$ cat src/rtl/id_ex_fwd_stage_if.sv
`default_nettype none
// ============================================================================
// Module   : id_ex_fwd_stage_if
// Brief    : ID/EX stage bus - decoded ID fields in, registered EX fields and
//            forwarding selects out, plus stage control and MEM/WB producer info.
// Revision : 1.0 - initial release
// ============================================================================
interface id_ex_fwd_stage_if #(
    parameter int WIDTH    = 32,
    parameter int REG_ADDR = 4
);
    logic                freeze;
    logic                flush;
    logic                fwd_en;

    logic                id_valid;
    logic [WIDTH-1:0]    id_val_rn;
    logic [WIDTH-1:0]    id_val_rm;
    logic [REG_ADDR-1:0] id_src1;
    logic [REG_ADDR-1:0] id_src2;
    logic                id_two_src;
    logic [REG_ADDR-1:0] id_dest;
    logic                id_wb_en;
    logic                id_mem_r_en;
    logic                id_mem_w_en;
    logic [3:0]          id_exe_cmd;

    logic [REG_ADDR-1:0] mem_dest;
    logic                mem_wb_en;
    logic [REG_ADDR-1:0] wb_dest;
    logic                wb_wb_en;

    logic                ex_valid;
    logic [WIDTH-1:0]    ex_val_rn;
    logic [WIDTH-1:0]    ex_val_rm;
    logic [REG_ADDR-1:0] ex_src1;
    logic [REG_ADDR-1:0] ex_src2;
    logic                ex_two_src;
    logic [REG_ADDR-1:0] ex_dest;
    logic                ex_wb_en;
    logic                ex_mem_r_en;
    logic                ex_mem_w_en;
    logic [3:0]          ex_exe_cmd;

    logic [1:0]          sel_src1;
    logic [1:0]          sel_src2;

    modport master (
        output freeze, flush, fwd_en,
        output id_valid, id_val_rn, id_val_rm, id_src1, id_src2, id_two_src,
        output id_dest, id_wb_en, id_mem_r_en, id_mem_w_en, id_exe_cmd,
        output mem_dest, mem_wb_en, wb_dest, wb_wb_en,
        input  ex_valid, ex_val_rn, ex_val_rm, ex_src1, ex_src2, ex_two_src,
        input  ex_dest, ex_wb_en, ex_mem_r_en, ex_mem_w_en, ex_exe_cmd,
        input  sel_src1, sel_src2
    );

    modport slave (
        input  freeze, flush, fwd_en,
        input  id_valid, id_val_rn, id_val_rm, id_src1, id_src2, id_two_src,
        input  id_dest, id_wb_en, id_mem_r_en, id_mem_w_en, id_exe_cmd,
        input  mem_dest, mem_wb_en, wb_dest, wb_wb_en,
        output ex_valid, ex_val_rn, ex_val_rm, ex_src1, ex_src2, ex_two_src,
        output ex_dest, ex_wb_en, ex_mem_r_en, ex_mem_w_en, ex_exe_cmd,
        output sel_src1, sel_src2
    );
endinterface
`default_nettype wire

$ cat src/rtl/id_ex_fwd_stage.sv
`default_nettype none
// ============================================================================
// Module   : id_ex_fwd_stage
// Brief    : ID/EX pipeline register with freeze/flush, EX operand-forwarding
//            select generation and a saturating forwarded-instruction counter.
// Revision : 1.0 - initial release
// ============================================================================
module id_ex_fwd_stage #(
    parameter int WIDTH    = 32,
    parameter int REG_ADDR = 4,
    parameter int CNT_W    = 16
) (
    input  wire logic             clk,
    input  wire logic             rst,
    id_ex_fwd_stage_if.slave      bus,
    output logic [CNT_W-1:0]      fwd_count
);
    localparam logic [1:0]       c_SEL_RF  = 2'b00;
    localparam logic [1:0]       c_SEL_MEM = 2'b01;
    localparam logic [1:0]       c_SEL_WB  = 2'b10;
    localparam logic [CNT_W-1:0] c_CNT_ONE = CNT_W'(1);

    logic                r_valid;
    logic [WIDTH-1:0]    r_val_rn;
    logic [WIDTH-1:0]    r_val_rm;
    logic [REG_ADDR-1:0] r_src1;
    logic [REG_ADDR-1:0] r_src2;
    logic                r_two_src;
    logic [REG_ADDR-1:0] r_dest;
    logic                r_wb_en;
    logic                r_mem_r_en;
    logic                r_mem_w_en;
    logic [3:0]          r_exe_cmd;
    logic [CNT_W-1:0]    r_fwd_count;

    logic [1:0]          w_sel1;
    logic [1:0]          w_sel2;
    logic                w_fwd_evt;

    always_ff @(posedge clk or negedge rst) begin
        if (!rst) begin
            r_valid    <= 1'b0;
            r_val_rn   <= '0;
            r_val_rm   <= '0;
            r_src1     <= '0;
            r_src2     <= '0;
            r_two_src  <= 1'b0;
            r_dest     <= '0;
            r_wb_en    <= 1'b0;
            r_mem_r_en <= 1'b0;
            r_mem_w_en <= 1'b0;
            r_exe_cmd  <= '0;
        end else if (bus.flush) begin
            r_valid    <= 1'b0;
            r_val_rn   <= '0;
            r_val_rm   <= '0;
            r_src1     <= '0;
            r_src2     <= '0;
            r_two_src  <= 1'b0;
            r_dest     <= '0;
            r_wb_en    <= 1'b0;
            r_mem_r_en <= 1'b0;
            r_mem_w_en <= 1'b0;
            r_exe_cmd  <= '0;
        end else if (!bus.freeze) begin
            r_valid    <= bus.id_valid;
            r_val_rn   <= bus.id_val_rn;
            r_val_rm   <= bus.id_val_rm;
            r_src1     <= bus.id_src1;
            r_src2     <= bus.id_src2;
            r_two_src  <= bus.id_two_src;
            r_dest     <= bus.id_dest;
            r_wb_en    <= bus.id_wb_en;
            r_mem_r_en <= bus.id_mem_r_en;
            r_mem_w_en <= bus.id_mem_w_en;
            r_exe_cmd  <= bus.id_exe_cmd;
        end
    end

    // MEM is checked before WB so the youngest producer wins.
    always_comb begin
        w_sel1 = c_SEL_RF;
        w_sel2 = c_SEL_RF;
        if (bus.fwd_en && r_valid) begin
            if (bus.mem_wb_en && (bus.mem_dest == r_src1))
                w_sel1 = c_SEL_MEM;
            else if (bus.wb_wb_en && (bus.wb_dest == r_src1))
                w_sel1 = c_SEL_WB;

            if (r_two_src) begin
                if (bus.mem_wb_en && (bus.mem_dest == r_src2))
                    w_sel2 = c_SEL_MEM;
                else if (bus.wb_wb_en && (bus.wb_dest == r_src2))
                    w_sel2 = c_SEL_WB;
            end
        end
    end

    // Counting only on non-frozen edges makes a stalled instruction count once.
    assign w_fwd_evt = r_valid && !bus.freeze && ((w_sel1 != c_SEL_RF) || (w_sel2 != c_SEL_RF));

    always_ff @(posedge clk or negedge rst) begin
        if (!rst)
            r_fwd_count <= '0;
        else if (w_fwd_evt && (r_fwd_count != {CNT_W{1'b1}}))
            r_fwd_count <= r_fwd_count + c_CNT_ONE;
    end

    assign bus.ex_valid    = r_valid;
    assign bus.ex_val_rn   = r_val_rn;
    assign bus.ex_val_rm   = r_val_rm;
    assign bus.ex_src1     = r_src1;
    assign bus.ex_src2     = r_src2;
    assign bus.ex_two_src  = r_two_src;
    assign bus.ex_dest     = r_dest;
    assign bus.ex_wb_en    = r_wb_en;
    assign bus.ex_mem_r_en = r_mem_r_en;
    assign bus.ex_mem_w_en = r_mem_w_en;
    assign bus.ex_exe_cmd  = r_exe_cmd;
    assign bus.sel_src1    = w_sel1;
    assign bus.sel_src2    = w_sel2;
    assign fwd_count       = r_fwd_count;
endmodule
`default_nettype wire

$ cat src/flat_wrapper.sv
// flat-port wrapper written by rule: the top's interface ports become plain ports
module id_ex_fwd_stage_flat 
#(
    parameter int WIDTH    = 32,
    parameter int REG_ADDR = 4,
    parameter int CNT_W    = 16
)
  (clk, rst, fwd_count, bus_freeze, bus_flush, bus_fwd_en, bus_id_valid, bus_id_val_rn, bus_id_val_rm, bus_id_src1, bus_id_src2, bus_id_two_src, bus_id_dest, bus_id_wb_en, bus_id_mem_r_en, bus_id_mem_w_en, bus_id_exe_cmd, bus_mem_dest, bus_mem_wb_en, bus_wb_dest, bus_wb_wb_en, bus_ex_valid, bus_ex_val_rn, bus_ex_val_rm, bus_ex_src1, bus_ex_src2, bus_ex_two_src, bus_ex_dest, bus_ex_wb_en, bus_ex_mem_r_en, bus_ex_mem_w_en, bus_ex_exe_cmd, bus_sel_src1, bus_sel_src2);
  id_ex_fwd_stage_if #(.WIDTH(WIDTH), .REG_ADDR(REG_ADDR)) bus_i ();
  input  wire logic clk;
  input  wire logic rst;
  output logic [CNT_W-1:0] fwd_count;
  input wire logic [$bits(bus_i.freeze)-1:0] bus_freeze;
  input wire logic [$bits(bus_i.flush)-1:0] bus_flush;
  input wire logic [$bits(bus_i.fwd_en)-1:0] bus_fwd_en;
  input wire logic [$bits(bus_i.id_valid)-1:0] bus_id_valid;
  input wire logic [$bits(bus_i.id_val_rn)-1:0] bus_id_val_rn;
  input wire logic [$bits(bus_i.id_val_rm)-1:0] bus_id_val_rm;
  input wire logic [$bits(bus_i.id_src1)-1:0] bus_id_src1;
  input wire logic [$bits(bus_i.id_src2)-1:0] bus_id_src2;
  input wire logic [$bits(bus_i.id_two_src)-1:0] bus_id_two_src;
  input wire logic [$bits(bus_i.id_dest)-1:0] bus_id_dest;
  input wire logic [$bits(bus_i.id_wb_en)-1:0] bus_id_wb_en;
  input wire logic [$bits(bus_i.id_mem_r_en)-1:0] bus_id_mem_r_en;
  input wire logic [$bits(bus_i.id_mem_w_en)-1:0] bus_id_mem_w_en;
  input wire logic [$bits(bus_i.id_exe_cmd)-1:0] bus_id_exe_cmd;
  input wire logic [$bits(bus_i.mem_dest)-1:0] bus_mem_dest;
  input wire logic [$bits(bus_i.mem_wb_en)-1:0] bus_mem_wb_en;
  input wire logic [$bits(bus_i.wb_dest)-1:0] bus_wb_dest;
  input wire logic [$bits(bus_i.wb_wb_en)-1:0] bus_wb_wb_en;
  output wire logic [$bits(bus_i.ex_valid)-1:0] bus_ex_valid;
  output wire logic [$bits(bus_i.ex_val_rn)-1:0] bus_ex_val_rn;
  output wire logic [$bits(bus_i.ex_val_rm)-1:0] bus_ex_val_rm;
  output wire logic [$bits(bus_i.ex_src1)-1:0] bus_ex_src1;
  output wire logic [$bits(bus_i.ex_src2)-1:0] bus_ex_src2;
  output wire logic [$bits(bus_i.ex_two_src)-1:0] bus_ex_two_src;
  output wire logic [$bits(bus_i.ex_dest)-1:0] bus_ex_dest;
  output wire logic [$bits(bus_i.ex_wb_en)-1:0] bus_ex_wb_en;
  output wire logic [$bits(bus_i.ex_mem_r_en)-1:0] bus_ex_mem_r_en;
  output wire logic [$bits(bus_i.ex_mem_w_en)-1:0] bus_ex_mem_w_en;
  output wire logic [$bits(bus_i.ex_exe_cmd)-1:0] bus_ex_exe_cmd;
  output wire logic [$bits(bus_i.sel_src1)-1:0] bus_sel_src1;
  output wire logic [$bits(bus_i.sel_src2)-1:0] bus_sel_src2;
  assign bus_i.freeze = bus_freeze;
  assign bus_i.flush = bus_flush;
  assign bus_i.fwd_en = bus_fwd_en;
  assign bus_i.id_valid = bus_id_valid;
  assign bus_i.id_val_rn = bus_id_val_rn;
  assign bus_i.id_val_rm = bus_id_val_rm;
  assign bus_i.id_src1 = bus_id_src1;
  assign bus_i.id_src2 = bus_id_src2;
  assign bus_i.id_two_src = bus_id_two_src;
  assign bus_i.id_dest = bus_id_dest;
  assign bus_i.id_wb_en = bus_id_wb_en;
  assign bus_i.id_mem_r_en = bus_id_mem_r_en;
  assign bus_i.id_mem_w_en = bus_id_mem_w_en;
  assign bus_i.id_exe_cmd = bus_id_exe_cmd;
  assign bus_i.mem_dest = bus_mem_dest;
  assign bus_i.mem_wb_en = bus_mem_wb_en;
  assign bus_i.wb_dest = bus_wb_dest;
  assign bus_i.wb_wb_en = bus_wb_wb_en;
  assign bus_ex_valid = bus_i.ex_valid;
  assign bus_ex_val_rn = bus_i.ex_val_rn;
  assign bus_ex_val_rm = bus_i.ex_val_rm;
  assign bus_ex_src1 = bus_i.ex_src1;
  assign bus_ex_src2 = bus_i.ex_src2;
  assign bus_ex_two_src = bus_i.ex_two_src;
  assign bus_ex_dest = bus_i.ex_dest;
  assign bus_ex_wb_en = bus_i.ex_wb_en;
  assign bus_ex_mem_r_en = bus_i.ex_mem_r_en;
  assign bus_ex_mem_w_en = bus_i.ex_mem_w_en;
  assign bus_ex_exe_cmd = bus_i.ex_exe_cmd;
  assign bus_sel_src1 = bus_i.sel_src1;
  assign bus_sel_src2 = bus_i.sel_src2;
  id_ex_fwd_stage #(.WIDTH(WIDTH), .REG_ADDR(REG_ADDR), .CNT_W(CNT_W)) u_core (.clk(clk), .rst(rst), .bus(bus_i), .fwd_count(fwd_count));
endmodule
$ cat config.mk
export PLATFORM = sky130hd
export DESIGN_NAME = id_ex_fwd_stage_flat
export DESIGN_NICKNAME = d
export VERILOG_FILES = /design/src/rtl/id_ex_fwd_stage_if.sv /design/src/rtl/id_ex_fwd_stage.sv /design/src/flat_wrapper.sv
export SDC_FILE = /design/constraint.sdc
export NUM_CORES = 1
export LEC_CHECK = 0
export CORE_ASPECT_RATIO = 0.75
export CORE_MARGIN = 3
export CORE_UTILIZATION = 39
export CTS_BUF_LIST = sky130_fd_sc_hd__clkbuf_8
export CTS_CLUSTER_DIAMETER = 120
export CTS_CLUSTER_SIZE = 10
export DETAILED_ROUTE_END_ITERATION = 10
export HOLD_SLACK_MARGIN = 0.06
export PLACE_DENSITY = 0.79
export SLEW_MARGIN = 20
export SYNTH_ARGS = -nofsm -noshare
export SYNTH_HDL_FRONTEND = slang
export SYNTH_SLANG_ARGS = --single-unit
$ cat constraint.sdc
create_clock -name clk -period 1.7 [get_ports clk]
set_input_delay 0.425 -clock clk [delete_from_list [all_inputs] [get_ports clk]]
set_output_delay 0.425 -clock clk [all_outputs]
set_load 0.03 [all_outputs]
; ---- After elaboration in Yosys (flattened, before gate mapping)
; Index checks and enable logic that the tools add are counted.
[totals]
ff_bits = 101
inputBits = 100
output_inout_bits = 105
elab_cells = 60
[classes]
add_sub_neg = 1
n_eq_ne = 6
muxes = 29
reduce_logical = 12
[ops]
columns = operator, count
row1 = 32-bit 2-to-1 mux, 4
row2 = 4-bit 2-to-1 mux, 8
row3 = 16-bit by 1-bit adder with 16-bit output (second input constant), 1
row4 = 4-bit == test, 4
row5 = 16-bit != test (second input constant), 1
row6 = 2-bit 2-to-1 mux, 7
row7 = 1-bit 2-to-1 mux, 10
row8 = 1-bit logical AND, 8
row9 = 2-bit nonzero test, 2
row10 = 2-bit by 1-bit != test with 1-bit output (second input constant), 1
row11 = 1-bit logical NOT, 1
row12 = 1-bit logical OR, 1

; ---- Logic depth before layout (Yosys ltp)
; Gate-level depths: netlist of run 1.
[depth]
ltp_word = 10
mapped_depth = 8
ltp_nobuf = 7

; ---- Least setup slack after synthesis of run 1
; No wires, ideal clock.
[synth_path]
path_type = register -> register
start = register u_core.r_src2[2], in the netlist u_core.bus.ex_src2[2]
end = register u_core.r_fwd_count[8], in the netlist u_core.fwd_count[8]
setup_ns = 0.133
t_arrival_ns = 2.031
required_ns = 1.567
path_slack_ns = -0.464
path_stages_with_launch = 7
path_buffers = 0
synth_period_minus_slack_ns = 2.164
path_cell_list = dfrtp_1 > xor2_1 > nor4_2 > and4_4 > nor3_4 > or4_1 > xnor2_1
[synth_via]
elab_chain_cells = 10
word_cells_on_any_way = 12
cone_classes = eq/ne (2) / mux (4) / reduce/logical (6)
[synth_lines]
columns = element, line_no
row1 = start: declaration, id_ex_fwd_stage.sv:27  ; logic [REG_ADDR-1:0] r_src2;
row2 = start signal: assignment, id_ex_fwd_stage.sv:70  ; r_src2 <= bus.id_src2;
row3 = 4-bit == test, id_ex_fwd_stage.sv:93  ; else if (bus.wb_wb_en && (bus.wb_dest == r_src2))
row4 = 1-bit logical AND, id_ex_fwd_stage.sv:93
row5 = 2-bit 2-to-1 mux, id_ex_fwd_stage.sv:93
row6 = 2-bit 2-to-1 mux *, id_ex_fwd_stage.sv:91  ; if (bus.mem_wb_en && (bus.mem_dest == r_src2))
row7 = 2-bit 2-to-1 mux *, id_ex_fwd_stage.sv:90  ; if (r_two_src) begin
row8 = 2-bit 2-to-1 mux *, id_ex_fwd_stage.sv:84  ; if (bus.fwd_en && r_valid) begin
row9 = net bus_sel_src2[1], flat_wrapper.sv:43  ; output wire logic [$bits(bus_i.sel_src2)-1:0] bus_sel_src2;
row10 = 2-bit nonzero test *, id_ex_fwd_stage.sv:100  ; assign w_fwd_evt = r_valid && !bus.freeze && ((w_sel1 != c_SEL_RF) || (w_sel2 != c_SEL_RF));
row11 = 1-bit logical OR *, id_ex_fwd_stage.sv:100
row12 = 1-bit logical AND *, id_ex_fwd_stage.sv:100
row13 = 1-bit logical AND *, id_ex_fwd_stage.sv:105  ; else if (w_fwd_evt && (r_fwd_count != {CNT_W{1'b1}}))
row14 = end signal: assignment, id_ex_fwd_stage.sv:106  ; r_fwd_count <= r_fwd_count + c_CNT_ONE;
row15 = end: declaration, id_ex_fwd_stage.sv:34  ; logic [CNT_W-1:0] r_fwd_count;
; Mark *: on every way through the listed nets, which the timed path passes. The rest lies on a longest branch.
; A chain may end at the register's enable or synchronous reset.

; ---- Worst setup path after layout of run 1
[layout_path]
start = input bus_wb_dest[0]
end = output bus_sel_src1[1]
[layout_via]
elab_chain_cells = 5
[layout_lines]
columns = element, line_no
row1 = start: declaration, flat_wrapper.sv:29  ; input wire logic [$bits(bus_i.wb_dest)-1:0] bus_wb_dest;
row2 = 4-bit == test, id_ex_fwd_stage.sv:87  ; else if (bus.wb_wb_en && (bus.wb_dest == r_src1))
row3 = 1-bit logical AND, id_ex_fwd_stage.sv:87
row4 = 2-bit 2-to-1 mux, id_ex_fwd_stage.sv:87
row5 = 2-bit 2-to-1 mux, id_ex_fwd_stage.sv:85  ; if (bus.mem_wb_en && (bus.mem_dest == r_src1))
row6 = 2-bit 2-to-1 mux, id_ex_fwd_stage.sv:84
row7 = end: declaration, flat_wrapper.sv:42  ; output wire logic [$bits(bus_i.sel_src1)-1:0] bus_sel_src1;
; No other way between the ends.

==> run summary, run 1 <==
final setup violation count - 20
first-pass GRT wire length - 21300 µm
Final HPWL DP - 9430 µm
clk root buf - clkbuf_8
area of the multi-input gates - 2040 µm²
syn nets - 486
PnR worst setup slack - -468 ps
post-route antenna net violation count - 0
Synth warnings - 0
Cells after Synth - 385
Slew HR - 0.463
top cells by area, synth - dfrtp_1 (57%), mux2i_1 (19%), nor2_1 (7.5%), xor2_1 (4.5%), nand3_1 (1.6%)
worst vdd rail ir drop - 0.476 mV
TritonCTS Buffers - 9
count of buffers from port buffering - 204
Worst-path clk slew - 90 ps
Clock Path Buffers - 2
pin count of the biggest net entering global routing - 86
vias in the first global route - 4132
Achievable Freq - 461 MHz
Max Cap Violations - 0
Synth Register Bits - 101
violated checks - negative setup slack
critical path data arrival time - 1740 ps
Synth top area share - 0.567
Slew @ Worst Pin - 805 ps
# fillers - 845
Max Clock Skew - 12.1 ps
Initial Util - 0.404
core footprint - 11000 µm²
slowest stage delay, CP - 450 ps
Final Hold Fails - 0
Nets - 721
hold slack final - 524 ps
crit path buf inv count - 3
startpoint types - input pin
H-tree levels - 3
max-slew violations - 0
Placement Rows - 33
Die Width - 129 µm
final WL - 13400 µm
Worst Hold Path Cells - 1
Crit path top cell by count - buf_6
Hold WC Path Type - reg -> reg
Total GRT Usage - 0.210
DRT Pass-1 Iters - 4
Netlist cell types - 29
final period utilization - 1.28
Mean Syn Cell Area - 11.6 µm²
leading area contributor after synthesis - dfrtp_1
CP Depth - 6
min Tclk post-route - 2170 ps
status - complete, but fails checks
Crit Path Category - in -> out
Routability Congestion - 0.848
DRC viols - 0
mapped cell area - 4450 µm²
pwr/cell area - 729 nW/µm²
R2R cell count - 9
Pleak - 3.83 nW
Vias/cell - 5.01
I/O pin total - 205
ant diodes - 0
CP Capture Type - output pin
Vias - 3831
slowest CP cell - clkdlybuf4s50_1
sequential area share after synthesis - 0.567
Reg area - 2540 µm²
die area - 12800 µm²
RSZ-0062 raised after global routing - yes
initial antenna violation count - 0
Die H - 98.6 µm
routed len/inst - 17.6 µm
total negative slack - -6980 ps
Data required, critical path - 1270 ps
share of cells above drive strength 1 - 0.192
Worst path top cell family by delay - buffers and inverters
drt initial violations - 236
TritonCTS clock tree - built
total grt overflow - 0
P&R area growth vs syn - 64.2%
worst skew pair latency - 360 ps
Worst Path Max Fanout - 2
CTS Sinks - 101
crit path cell chain - clkdlybuf4s50_1 -> xor2_1 -> nor3_1 -> and4_4 -> buf_6 -> buf_6
## registers in the layout, indices dropped and copies added, names as in the netlist
name and flops:
u_core.bus.ex_valid 1, u_core.fwd_count 16, u_core.bus.ex_two_src 1, u_core.bus.ex_wb_en 1, u_core.bus.ex_mem_w_en 1, u_core.bus.ex_exe_cmd 4, u_core.bus.ex_src2 4, u_core.bus.ex_val_rm 32
u_core.bus.ex_src1 4, u_core.bus.ex_val_rn 32, u_core.bus.ex_dest 4, u_core.bus.ex_mem_r_en 1
## synth_stat cells
| cell type | instances |
|---|---|
| dfrtp_1 | 101 |
| nor2_1 | 89 |
| mux2i_1 | 85 |
| xor2_1 | 23 |
| nand3_1 | 14 |
| nor3_1 | 11 |
| clkbuf_1 | 10 |
| nand2_1 | 7 |
| xnor2_1 | 7 |
| and3_1 | 5 |
| buf_1 | 5 |
| buf_2 | 5 |
| nor4_1 | 3 |
| nor4_2 | 3 |
| mux2_2 | 2 |
| nand4_1 | 2 |
| a21oi_2 | 1 |
| and4_1 | 1 |
| and4_2 | 1 |
| and4_4 | 1 |
| buf_6 | 1 |
| ha_1 | 1 |
| inv_1 | 1 |
| nand3_2 | 1 |
| nor2b_1 | 1 |
| nor3_2 | 1 |
| nor3_4 | 1 |
| or2b_1 | 1 |
| or4_1 | 1 |
## cell type report
type,instances,share of cell area
flip-flops and latches,101,0.347
repair buffers,245,0.320
multi-input cells,262,0.279
well taps,140,0.0239
clock buffers,10,0.0188
clock inverters,5,0.0104
inverters,1,0.000513
## per-stage QoR
step	instances	setup WS, ps	area, µm²	total power, W	utilization
CTS	761	-485	7230	0.00541	0.656
detailed placement	742	-834	6930	0.00380	0.629
global placement	742	-779	6930	0.00378	0.629
floorplan	385	-256	4490	0.00315	-
global route	764	-554	7310	0.00557	0.663
finish	764	-468	7310	0.00533	0.663
## logic make-up (layout without fill, tap and decap cells)
kind of cell    Yosys count  count (layout)  share of synthesized area
fa+ha+maj                 1               1                    0.00281
mux                      87              87                      0.196
compound gates            1               1                    0.00197
xor+xnor                 30              30                     0.0590
simple gates            143             143                      0.151
flops                   101             101                      0.567
buf+inv                  22             261                     0.0216
## cells in the final DEF, fill, tap and decap left out, types with 2 or more instances in the layout
cell / instances
buf_4: 32
mux2_4: 2
nor2_4: 3
clkdlybuf4s15_1: 2
and3_1: 5
dfrtp_1: 90
nor3_1: 2
clkbuf_2: 4
xor2_1: 21
nand3_1: 12
nor2_1: 86
nand2_1: 7
xor2_2: 2
clkdlybuf4s50_1: 88
buf_12: 7
clkdlybuf4s15_2: 10
and4_4: 2
dfrtp_2: 11
nor4_4: 5
buf_6: 9
nor3_4: 7
nand3_2: 3
xnor2_1: 7
clkbuf_8: 10
nand4_1: 2
inv_1: 2
mux2i_1: 85
dlygate4sd2_1: 89
nor3_2: 4
bufinv_16: 2
## path summary, 6_finish.rpt
path / from / endpoint / slack, ps
min in group asynchronous: rst / u_core.fwd_count[2] / 590
max: bus_wb_dest[0] / bus_sel_src1[1] / -470
max reg2reg: u_core.bus.ex_src1[3] / u_core.fwd_count[8] / -420
min reg2reg: u_core.fwd_count[3] / u_core.fwd_count[3] / 520
max in group asynchronous: rst / u_core.bus.ex_src2[3] / 850
min: u_core.fwd_count[3] / u_core.fwd_count[3] / 520
## where the power goes
part           internal (W)  switching [W]  leakage [nW]  total [W]
clock              0.000854       0.000797         0.110    0.00165
sequential          0.00252      0.0000700          1.33    0.00259
combinational      0.000505       0.000589          2.39    0.00109
total               0.00388        0.00146          3.83    0.00533
## what timing repair did
action | CTS | global route
setup endpoints to repair | 118 | 26
resized for setup | 156 | 23
hold endpoints to repair | 99 | 0
buffers inserted | 4 | 3
pin swaps | 18 | 9
hold buffers | 1 | 0
## metal layers
metal | share of wire | GRT usage | wire length, µm
met2 | 0.49 | 0.350 | 6550
met3 | 0.086 | 0.0726 | 1160
met4 | 0.023 | 0.0613 | 307
met1 | 0.40 | 0.260 | 5420
met5 | 0 | 0 | 0
Note: power is estimated with default switching activity, not from simulation.
==> run 2: changes to the inputs <==
--- a/config.mk
+++ b/config.mk
@@ -12,9 +12,9 @@
 export CTS_CLUSTER_DIAMETER = 120
 export CTS_CLUSTER_SIZE = 10
 export DETAILED_ROUTE_END_ITERATION = 10
+export GPL_TIMING_DRIVEN = 0
 export HOLD_SLACK_MARGIN = 0.06
 export PLACE_DENSITY = 0.79
-export SLEW_MARGIN = 20
 export SYNTH_ARGS = -nofsm -noshare
 export SYNTH_HDL_FRONTEND = slang
 export SYNTH_SLANG_ARGS = --single-unit
==> run 2 against run 1 <==
Compared with the run above: the flow still finishes with violations (negative setup slack); critical path depth up 4; clock skew shrank 8.4 ps; clock-buffer cell count is 1 higher; final cell count is 0.65% lower; non-clock buffer count decreased by 6; via count is 2.6% lower; first-iteration DRC count down 39%; core utilization decreased by 2.6 points.
==> run summary, run 2 (same netlist as run 1, synthesis figures left out) <==
count of buffers from port buffering - 202 (-0.98%)
worst skew pair latency - 360 ps (about the same)
min Tclk post-route - 2140 ps (-24.1 ps)
total negative slack - -7460 ps (-475 ps)
Pleak - 3.68 nW (-3.8%)
Total GRT Usage - 0.197 (-0.0129)
routed len/inst - 16.9 µm (-3.7%)
final WL - 12900 µm (-4.3%)
pre-CTS setup slack - -1030 ps (-195 ps)
Final HPWL DP - 9510 µm (+0.84%)
TritonCTS clock tree - built
DRC viols - 0 (unchanged)
PnR worst setup slack - -444 ps (+24.1 ps)
violated checks - negative setup slack
Worst Path Max Fanout - 7 (+5)
Data required, critical path - 1980 ps (+710 ps)
Core Util, Final - 0.638 (-0.0256)
Max Clock Skew - 3.65 ps (-8.43 ps)
vias in the first global route - 3974 (-3.8%)
pin count of the biggest net entering global routing - 62 (-28%)
share of cells above drive strength 1 - 0.144 (-0.0485)
critical path data arrival time - 2420 ps (+680 ps)
commonest non-fill, non-tap cell in the layout - dlygate4sd2_1
final period utilization - 1.26 (-0.0142)
Clock Path Buffers - 2 (unchanged)
CP Capture Type - flop
Die Width - 129 µm (unchanged)
commonest cells after routing, fill and taps aside - dlygate4sd2_1 (98), dfrtp_1 (90), clkdlybuf4s50_1 (88), nor2_1 (87), mux2i_1 (85)
H-tree levels - 3 (unchanged)
die area - 12800 µm² (unchanged)
Crit Path Category - in -> reg
Routability Congestion - 0.793 (-6.6%)
DRT Pass-1 Iters - 4 (unchanged)
Achievable Freq - 466 MHz (+1.1%)
Slew @ Worst Pin - 770 ps (-35.0 ps)
I/O pin total - 205 (unchanged)
CTS Sinks - 101 (unchanged)
Final Hold Fails - 0 (unchanged)
Hold WC Path Type - in -> reg
Slew HR - 0.487 (+0.0233)
pwr/cell area - 720 nW/µm² (-1.2%)
Design Power - 0.00506 W (-5.1%)
core footprint - 11000 µm² (unchanged)
first-pass GRT wire length - 19800 µm (-7.0%)
total grt overflow - 0 (unchanged)
Worst-path clk slew - 100 ps (about the same)
RSZ-0062 raised after global routing - yes
drt initial violations - 143 (-39%)
ant diodes - 0 (unchanged)
final setup violation count - 20 (unchanged)
worst vdd rail ir drop - 0.562 mV (+18%)
TritonCTS Buffers - 9 (unchanged)
max-slew violations - 0 (unchanged)
Die H - 98.6 µm (unchanged)
clk root buf - clkbuf_8
Placement Rows - 33 (unchanged)
Max Cap Violations - 0 (unchanged)
initial antenna violation count - 0 (unchanged)
Vias/cell - 4.92 (-1.9%)
Initial Util - 0.404 (unchanged)
Vias - 3732 (-2.6%)
post-route antenna net violation count - 0 (unchanged)
Nets - 715 (-0.83%)
status - complete, but fails checks
P&R area growth vs syn - 57.9%
startpoint types - input pin
run 2: cell count changes in the layout (fill, tap and decap cells not counted), sizes merged:
cell,change
buf,-19
bufinv,-2
clkbuf,+9
clkdlybuf4s15,-4
clkinv,+2
dlygate4sd2,+9
run 2: area by class of cell:
cell class | instances | area, µm²
Timing Repair Buffer | 218 | 2050
Sequential cell | 101 | 2540
Clock inverter | 5 | 26.3
Tap cell | 140 | 175
Buffer | 21 | 93.8
Inverter | 1 | 3.75
Fill cell | 874 | 3990
Multi-Input combinational cell | 262 | 1990
Clock buffer | 11 | 151
run 2: repair_timing:
action                                 in CTS  in global routing
setup buffers                               8                  5
gates resized for setup                   151                 28
endpoints found under the hold margin      40                  0
gates cloned                                1                  0
pin swaps                                   9                 18
hold buffers                                1                  0
setup endpoints to repair                 129                 25
run 2: through the flow:
stage	area, µm²	std cells	hold slack, ps
after detailed placement	6720	728	447
after CTS	6870	754	417
final	7030	759	434
after global placement	6690	727	480
after global routing	7030	759	423
after floorplan	4490	385	129
run 2: path summary, 6_finish.rpt:
path / start / to / slack [ps] / cells after the start
max: bus_wb_dest[3] / u_core.fwd_count[9] / -440 / 10
min: bus_flush / u_core.bus.ex_wb_en / 430 / 2
max reg2reg: u_core.bus.ex_src2[0] / u_core.fwd_count[9] / -430 / 10
min reg2reg: u_core.fwd_count[8] / u_core.fwd_count[8] / 500 / 1
max in group asynchronous: rst / u_core.bus.ex_src2[3] / 450 / 3
min in group asynchronous: rst / u_core.fwd_count[6] / 580 / 2
run 2: layer usage:
layer	global-route usage	vias to the layer above	wire length (µm)
li1	-	1759	-
met1	0.232	1796	5100
met2	0.333	156	6330
met3	0.0796	21	1190
met4	0.0597	0	241
met5	0	-	0
run 2: worst max-delay path, stage by stage:
cell and delay (ps):
clkdlybuf4s50_1 450, xor2_1 180, nor4_4 210, and4_4 270
buf_6 100, nor3_4 30, buf_6 140, buf_6 130
nor3_1 260, xor2_1 220
run 2: report_power, final:
group | leakage [nW] | switching, W | internal (W)
Combinational | 2.26 | 0.000581 | 0.000476
Clock | 0.0963 | 0.000816 | 0.000601
Sequential | 1.33 | 0.0000720 | 0.00252
Total | 3.68 | 0.00147 | 0.00359
==> run 3: changes to the inputs <==
--- a/config.mk
+++ b/config.mk
@@ -15,6 +15,7 @@
 export GPL_TIMING_DRIVEN = 0
 export HOLD_SLACK_MARGIN = 0.06
 export PLACE_DENSITY = 0.79
+export SLEW_MARGIN = 10
 export SYNTH_ARGS = -nofsm -noshare
 export SYNTH_HDL_FRONTEND = slang
 export SYNTH_SLANG_ARGS = --single-unit
==> results of run 3 <==
Same layout as run 2: the final DEF is identical, and so are final timing and power.
